===== config.mk =====
export PLATFORM = sky130hd
export DESIGN_NAME = code_check
export DESIGN_NICKNAME = d
export VERILOG_FILES = /design/src/rtl/game_pkg.sv /design/src/rtl/btn_debounce.sv /design/src/rtl/code_check.sv
export SDC_FILE = /design/constraint.sdc
export NUM_CORES = 1
export LEC_CHECK = 0
export CAP_MARGIN = 20
export CORE_UTILIZATION = 25
export DETAILED_ROUTE_END_ITERATION = 16
export GPL_ROUTABILITY_DRIVEN = 0
export PLACE_DENSITY = 0.41
export SKIP_LAST_GASP = 1
export SLEW_MARGIN = 5
export SYNTH_ARGS = -nofsm -noshare
export SYNTH_HDL_FRONTEND = slang
export SYNTH_SLANG_ARGS = --single-unit

===== constraint.sdc =====
create_clock -name clk -period 4.9 [get_ports clk]
set_input_delay 1.47 -clock clk [delete_from_list [all_inputs] [get_ports clk]]
set_output_delay 1.47 -clock clk [all_outputs]
set_load 0.02 [all_outputs]

===== src/rtl/game_pkg.sv =====
// -----------------------------------------------------------------------------
// game_pkg
// Shared definitions for the game blocks (control, code_check, btn_debounce).
//   - cc_state_e     : code_check FSM state encoding
//   - CODE_W         : width of the secret code / player guess
//   - TRIES_W        : width of the remaining-attempts counter
//   - CLK_HZ         : system clock frequency
//   - MS_CYCLES      : clock cycles per millisecond
//   - tries_dec_sat  : saturating decrement of the attempts counter
//   - hint_of        : magnitude hint of a guess against the code
// -----------------------------------------------------------------------------
package game_pkg;

    localparam int unsigned CODE_W    = 5;
    localparam int unsigned TRIES_W   = 3;
    localparam int unsigned CLK_HZ    = 50_000_000;
    localparam int unsigned MS_CYCLES = CLK_HZ / 1000;

    typedef enum logic [2:0] {
        CC_IDLE  = 3'd0,
        CC_ARMED = 3'd1,
        CC_CHECK = 3'd2,
        CC_WRONG = 3'd3,
        CC_WIN   = 3'd4,
        CC_LOSE  = 3'd5
    } cc_state_e;

    // Attempts never wrap below zero.
    function automatic logic [TRIES_W-1:0] tries_dec_sat(input logic [TRIES_W-1:0] tries);
        logic [TRIES_W-1:0] result;
        if (tries == 3'd0) begin
            result = 3'd0;
        end else begin
            result = tries - 3'd1;
        end
        return result;
    endfunction

    // 2'b01: guess below code, 2'b10: guess above code, 2'b00: equal.
    function automatic logic [1:0] hint_of(input logic [CODE_W-1:0] guess,
                                           input logic [CODE_W-1:0] secret);
        logic [1:0] result;
        if (guess < secret) begin
            result = 2'b01;
        end else if (guess > secret) begin
            result = 2'b10;
        end else begin
            result = 2'b00;
        end
        return result;
    endfunction

endpackage


===== src/rtl/btn_debounce.sv =====
// -----------------------------------------------------------------------------
// btn_debounce
// Two-flop synchronizer, stable-sample counter and rising-edge pulse for a raw
// bouncing push button. The debounced level changes only after
// DEBOUNCE_CYCLES consecutive synchronized samples that differ from the
// current level; press is a single-cycle pulse on the debounced 0->1 change.
// Parameter:
//   DEBOUNCE_CYCLES : stable samples needed to accept a change (>= 1)
// Ports:
//   clk   in  1  system clock
//   rst_n in  1  synchronous active-low reset (debounced level -> released)
//   btn   in  1  raw button, active-high, asynchronous
//   press out 1  one-cycle pulse on debounced press
// -----------------------------------------------------------------------------
module btn_debounce #(
    parameter logic [19:0] DEBOUNCE_CYCLES = 20'd500000
) (
    input  logic clk,
    input  logic rst_n,
    input  logic btn,
    output logic press
);

    logic        sync1_r;
    logic        sync2_r;
    logic        level_r;
    logic        press_r;
    logic [19:0] cnt_r;

    // Synchronize the raw button, count stable differing samples, emit press.
    always_ff @(posedge clk) begin
        if (!rst_n) begin
            sync1_r <= 1'b0;
            sync2_r <= 1'b0;
            level_r <= 1'b0;
            press_r <= 1'b0;
            cnt_r   <= 20'd0;
        end else begin
            sync1_r <= btn;
            sync2_r <= sync1_r;
            if (sync2_r == level_r) begin
                // Any sample agreeing with the current level restarts the run.
                cnt_r   <= 20'd0;
                press_r <= 1'b0;
            end else if (cnt_r >= (DEBOUNCE_CYCLES - 20'd1)) begin
                // This sample completes the run of differing samples.
                level_r <= sync2_r;
                cnt_r   <= 20'd0;
                press_r <= sync2_r;
            end else begin
                cnt_r   <= cnt_r + 20'd1;
                press_r <= 1'b0;
            end
        end
    end

    assign press = press_r;

endmodule


===== src/rtl/code_check.sv =====
// -----------------------------------------------------------------------------
// code_check
// Password entry/verification stage. Latches the secret code when the control
// block raises start_input, accepts guesses from the switches on a debounced
// confirm press and reports success or fail back to control. A wrong guess
// flashes the wrong output for FLASH_CYCLES; time_up forces a loss except once
// the code was already matched.
// Optional feature (macro CODE_CHECK_HINT_EN): adds output hint[1:0] telling
// whether the last wrong guess was below (2'b01) or above (2'b10) the code.
// Parameters:
//   MAX_TRIES       : wrong guesses allowed before fail (1..7)
//   DEBOUNCE_CYCLES : stable samples needed on the confirm button
//   FLASH_CYCLES    : length of the wrong-guess indication
// Ports:
//   clk         in  1  system clock
//   rst_n       in  1  synchronous active-low reset
//   start_input in  1  enable level from control; low forces IDLE
//   code        in  5  secret code, sampled on start_input rising edge
//   sw          in  5  player guess
//   btn_confirm in  1  raw confirm button, active-high, bouncing
//   time_up     in  1  countdown expired (level)
//   success     out 1  code matched, held until leave
//   fail        out 1  tries exhausted or timeout, held until leave
//   wrong       out 1  high for FLASH_CYCLES after a wrong guess
//   tries_left  out 3  remaining attempts
//   hint        out 2  (CODE_CHECK_HINT_EN only) last wrong-guess direction
// -----------------------------------------------------------------------------
module code_check
    import game_pkg::*;
#(
    parameter int unsigned MAX_TRIES       = 3,
    parameter logic [19:0] DEBOUNCE_CYCLES = 20'd500000,
    parameter logic [23:0] FLASH_CYCLES    = 24'd12500000
) (
    input  logic              clk,
    input  logic              rst_n,
    input  logic              start_input,
    input  logic [CODE_W-1:0] code,
    input  logic [CODE_W-1:0] sw,
    input  logic              btn_confirm,
    input  logic              time_up,
    output logic              success,
    output logic              fail,
    output logic              wrong,
    output logic [TRIES_W-1:0] tries_left
`ifdef CODE_CHECK_HINT_EN
    ,
    output logic [1:0]        hint
`endif
);

    localparam logic [TRIES_W-1:0] MAX_TRIES_C = TRIES_W'(MAX_TRIES);

    cc_state_e           state_r;
    logic [CODE_W-1:0]   code_r;
    logic [CODE_W-1:0]   guess_r;
    logic [TRIES_W-1:0]  tries_r;
    logic [23:0]         flash_r;
    logic                start_d_r;
    logic                success_r;
    logic                fail_r;
    logic                wrong_r;

    logic                press_s;
    logic                start_rise_s;
    logic                guess_ok_s;
    logic [TRIES_W-1:0]  tries_dec_s;

`ifdef CODE_CHECK_HINT_EN
    logic [1:0]          hint_r;
`endif

    btn_debounce #(
        .DEBOUNCE_CYCLES(DEBOUNCE_CYCLES)
    ) u_confirm_db (
        .clk   (clk),
        .rst_n (rst_n),
        .btn   (btn_confirm),
        .press (press_s)
    );

    // start_d_r resets low, so a start_input already high out of reset is
    // seen as a rising edge on the first cycle.
    assign start_rise_s = start_input & ~start_d_r;
    assign guess_ok_s   = (guess_r == code_r);
    assign tries_dec_s  = tries_dec_sat(tries_r);

    // Game FSM: state, counters and registered outputs updated together.
    always_ff @(posedge clk) begin
        if (!rst_n) begin
            state_r   <= CC_IDLE;
            code_r    <= 5'd0;
            guess_r   <= 5'd0;
            tries_r   <= MAX_TRIES_C;
            flash_r   <= 24'd0;
            start_d_r <= 1'b0;
            success_r <= 1'b0;
            fail_r    <= 1'b0;
            wrong_r   <= 1'b0;
`ifdef CODE_CHECK_HINT_EN
            hint_r    <= 2'b00;
`endif
        end else begin
            start_d_r <= start_input;
            if (!start_input) begin
                // Control withdrew the enable: abandon the round from any state.
                state_r   <= CC_IDLE;
                tries_r   <= MAX_TRIES_C;
                flash_r   <= 24'd0;
                success_r <= 1'b0;
                fail_r    <= 1'b0;
                wrong_r   <= 1'b0;
`ifdef CODE_CHECK_HINT_EN
                hint_r    <= 2'b00;
`endif
            end else begin
                case (state_r)
                    CC_IDLE: begin
                        tries_r   <= MAX_TRIES_C;
                        flash_r   <= 24'd0;
                        success_r <= 1'b0;
                        fail_r    <= 1'b0;
                        wrong_r   <= 1'b0;
`ifdef CODE_CHECK_HINT_EN
                        hint_r    <= 2'b00;
`endif
                        if (start_rise_s) begin
                            code_r  <= code;
                            state_r <= CC_ARMED;
                        end else begin
                            state_r <= CC_IDLE;
                        end
                    end

                    CC_ARMED: begin
                        // Timeout wins over a press arriving in the same cycle.
                        if (time_up) begin
                            state_r <= CC_LOSE;
                            fail_r  <= 1'b1;
                        end else if (press_s) begin
                            guess_r <= sw;
                            state_r <= CC_CHECK;
                        end else begin
                            state_r <= CC_ARMED;
                        end
                    end

                    CC_CHECK: begin
                        if (guess_ok_s) begin
                            state_r   <= CC_WIN;
                            success_r <= 1'b1;
                        end else begin
                            tries_r <= tries_dec_s;
`ifdef CODE_CHECK_HINT_EN
                            hint_r  <= hint_of(guess_r, code_r);
`endif
                            if (tries_dec_s == 3'd0) begin
                                state_r <= CC_LOSE;
                                fail_r  <= 1'b1;
                            end else begin
                                state_r <= CC_WRONG;
                                wrong_r <= 1'b1;
                                flash_r <= 24'd0;
                            end
                        end
                    end

                    CC_WRONG: begin
                        // Presses are ignored while the indication is showing.
                        if (time_up) begin
                            state_r <= CC_LOSE;
                            fail_r  <= 1'b1;
                            wrong_r <= 1'b0;
                            flash_r <= 24'd0;
`ifdef CODE_CHECK_HINT_EN
                            hint_r  <= 2'b00;
`endif
                        end else if (flash_r >= (FLASH_CYCLES - 24'd1)) begin
                            state_r <= CC_ARMED;
                            wrong_r <= 1'b0;
                            flash_r <= 24'd0;
`ifdef CODE_CHECK_HINT_EN
                            hint_r  <= 2'b00;
`endif
                        end else begin
                            state_r <= CC_WRONG;
                            flash_r <= flash_r + 24'd1;
                        end
                    end

                    CC_WIN: begin
                        // Terminal; time_up is deliberately ignored here.
                        state_r   <= CC_WIN;
                        success_r <= 1'b1;
                        fail_r    <= 1'b0;
                        wrong_r   <= 1'b0;
                    end

                    CC_LOSE: begin
                        state_r   <= CC_LOSE;
                        success_r <= 1'b0;
                        fail_r    <= 1'b1;
                        wrong_r   <= 1'b0;
                    end

                    default: begin
                        // Unreachable encoding: recover to a safe idle state.
                        state_r   <= CC_IDLE;
                        tries_r   <= MAX_TRIES_C;
                        flash_r   <= 24'd0;
                        success_r <= 1'b0;
                        fail_r    <= 1'b0;
                        wrong_r   <= 1'b0;
`ifdef CODE_CHECK_HINT_EN
                        hint_r    <= 2'b00;
`endif
                    end
                endcase
            end
        end
    end

    assign success    = success_r;
    assign fail       = fail_r;
    assign wrong      = wrong_r;
    assign tries_left = tries_r;
`ifdef CODE_CHECK_HINT_EN
    assign hint       = hint_r;
`endif

endmodule


==> reports/summary.txt <==
Synth Warn # = 0
nets@finish = 400
sequential share of power = 42.4%
share of cells above drive strength 1 = 12.1%
buffer count from post-CTS setup fixing = 0
DRC viols = 0
DR WL/cell = 13.9 microns
CTS tree = built
Pint = 1040 uW
register area share after synthesis = 40.1%
RSZ-0062 raised after global routing = no
Mapped Cells = 369
core area = 0.0132 sq mm
ANT cells = 0
first-pass GRT wire length = 13.4 mm
power share of the combinational group = 4.3%
met3 wire len = 231 microns
Peak VDD IR = 108 uV
CP peak stage delay = 390 ps
status = complete, no violations
most frequent CP cell = buf_4
Tightest Hold Check Type = register to register
CP Capture Type = register
average footprint of a synthesized cell = 9.19 sq um
dpl hpwl = 5.19 mm
pin count of the biggest net entering global routing = 44
clk_lat worst skew = 330 ps
Fin. Hold Viols = 0
# rows = 42
Synth Flop Type = dfxtp_1
synthesized flop and latch total = 68
met2 WL = 3.33 mm
worst-margin pin slew = 906 ps
number of enable flip-flop cells after synthesis = 0
PostCTS Resize Cnt = 0
leakage power = 0.00131 uW
H-tree Lvls = 3
Post-Syn Area = 0.00339 sq mm
fill cell count = 1400
Clock transition at path regs = 60 ps
Max Cap Violations = 0
Max FO, Critical Path = 23
via count = 2747
Layout area overhead = 19.1%
crit path kind = input port to register
WP data required = 5100 ps
startpoint types = input port
initial antenna violation count = 0
Syn Nets = 386
Setup TNS = 0 ps
synth unique cells = 61
M1 WL = 4.03 mm
total clock sinks = 68
Final Skew = 4.91 ps
cts bufs inserted = 9
fin crit period = 3160 ps
Clock Path Buffers = 2
post-route ant nets = 0
total routed wirelength = 7.83 mm
PD cells = 330 mW/mm^2
Slew HR = 39.1%
pre-CTS WS = 1400 ps
Iteration-0 DRC Markers = 96
CP cell instances = clkdlybuf4s50_1, buf_4, nand2_1, clkinv_1, nand2b_1, o211a_1, buf_4, a22oi_1
chip height = 118 microns
slack of the critical path = 1740 ps
Clk pwr share = 53.4%
DIE WIDTH = 118 microns
initial core utilization = 25.6%
vias per cell = 4.87
fmax = 316 MHz
Ports = 21
Die Area = 0.0140 sq mm
Async SR Flop Fraction = 0%
Setup Viol. Count Final = 0
GRT Overall Usage = 12.0%
CP arrival = 3360 ps
Tcrit/Tclk final = 64.6%
GRT Residual Overflow = 0
Switch Pwr = 288 uW
CTS hold repair buffers = 0
Buffers on Ports = 20
DR top layer = met4
fin. max-slew vios = 0
CP max stage cell = clkdlybuf4s50_1
Sw Ratio = 21.7%
DRT Pass-1 Iters = 5
vias in the first global route = 2683
CTS Root Cell = clkbuf_16
## cell type report
type	instances	area (sq um)	share of cell area, %
clock inverter	6	87.6	2.17
inverter	7	26.3	0.651
tap	176	220	5.45
clock buffer	10	239	5.92
multi-input combinational	274	1880	46.6
sequential	68	1360	33.7
timing repair buffer	23	223	5.51
## metrics by stage
stage / hold slack (ps) / power [uW] / area [sq um] / std cells / utilization (%)
final: 435 / 1330 / 4040 / 564 / 30.5
after floorplan: 412 / 611 / 3390 / 369 / -
after detailed placement: 424 / 633 / 3710 / 548 / 28.0
after CTS: 438 / 1350 / 4040 / 564 / 30.5
after global routing: 450 / 1380 / 4040 / 564 / 30.5
after global placement: 426 / 633 / 3710 / 548 / 28.0
## power groups by stage
stage          clock network (uW)  logic [uW]  registers (uW)
6_report                      711        56.6             564
4_1_cts                       731        57.2             564
2_1_floorplan                   0        36.6             574
3_3_place_gp                    0        56.9             576
3_5_place_dp                    0        56.9             576
5_1_grt                       754        62.7             564
## cells in the mapped netlist (4+ instances only)
| cell | count | area share, % |
|---|---|---|
| nor2_1 | 36 | 4.0 |
| nor3_1 | 7 | 1.0 |
| dfxtp_1 | 68 | 40 |
| a21oi_1 | 8 | 1.2 |
| mux2i_1 | 11 | 3.2 |
| buf_6 | 4 | 1.3 |
| a22oi_2 | 15 | 5.5 |
| nand3_1 | 14 | 2.1 |
| or3_1 | 5 | 0.92 |
| o21ai_0 | 10 | 1.5 |
| buf_2 | 4 | 0.59 |
| and3_1 | 5 | 0.92 |
| xnor2_1 | 7 | 1.8 |
| a22oi_1 | 5 | 1.1 |
| clkbuf_1 | 9 | 1.0 |
| nor2b_1 | 16 | 3.0 |
| xor2_1 | 17 | 4.4 |
| nand4_1 | 10 | 1.8 |
| o31ai_1 | 15 | 3.3 |
| or4_1 | 16 | 3.5 |
| nand2_1 | 28 | 3.1 |
| inv_1 | 6 | 0.66 |
## layout by cell type, fill, tap and decap left out, types with 6 or more instances in the layout
master           count
a21oi_1              8
a22oi_2             15
clkbuf_16            9
clkdlybuf4s50_1     20
dfxtp_1             68
inv_1                6
mux2i_1             11
nand2_1             28
nand3_1             14
nand4_1             10
nor2_1              36
nor2b_1             16
nor3_1               7
o21ai_0             10
o31ai_1             15
or4_1               16
xnor2_1              7
xor2_1              17
## metal layers
metal	GRT usage (%)	vias to the layer above
li1	-	1387
met1	16.1	1299
met2	17.4	43
met3	3.23	18
met4	6.49	0
met5	0	-
## kinds of logic (layout without fill, tap and decap cells)
kind of cell / after synthesis / in the layout / share of synthesized area [%]
compound gates: 81 / 81 / 19.9
xor+xnor: 24 / 24 / 6.20
fa+ha+maj: 2 / 2 / 0.738
buf+inv: 27 / 46 / 4.57
flops: 68 / 68 / 40.1
mux: 11 / 11 / 3.25
other cells: 1 / 1 / 0.111
simple gates: 155 / 155 / 25.1
## state kept, by name, indices dropped and copies added, names as in the netlist
name,count
wrong,1
state_r,3
start_d_r,1
u_confirm_db.cnt_r,20
u_confirm_db.sync1_r,1
tries_left,3
flash_r,24
fail,1
u_confirm_db.sync2_r,1
u_confirm_db.level_r,1
u_confirm_db.press,1
guess_r,5
code_r,5
success,1
## worst max-delay path: cells and delay by family
kind	cells	cell delay, ps
buf+inv	4	1210
simple gates	2	370
compound gates	2	300
## final timing paths
kind	start	end	slack (ps)	cells past startpoint
worst max-delay path	rst_n	flash_r[7]$_SDFFE_PN0P_	1740	8
worst min-delay path	u_confirm_db.sync1_r$_SDFF_PN0_	u_confirm_db.sync2_r$_SDFF_PN0_	430	1
worst max register to register	state_r[1]$_SDFF_PN0_	flash_r[17]$_SDFFE_PN0P_	2320	5
worst min register to register	u_confirm_db.sync1_r$_SDFF_PN0_	u_confirm_db.sync2_r$_SDFF_PN0_	430	1
Power figures use the tool's default switching activity.
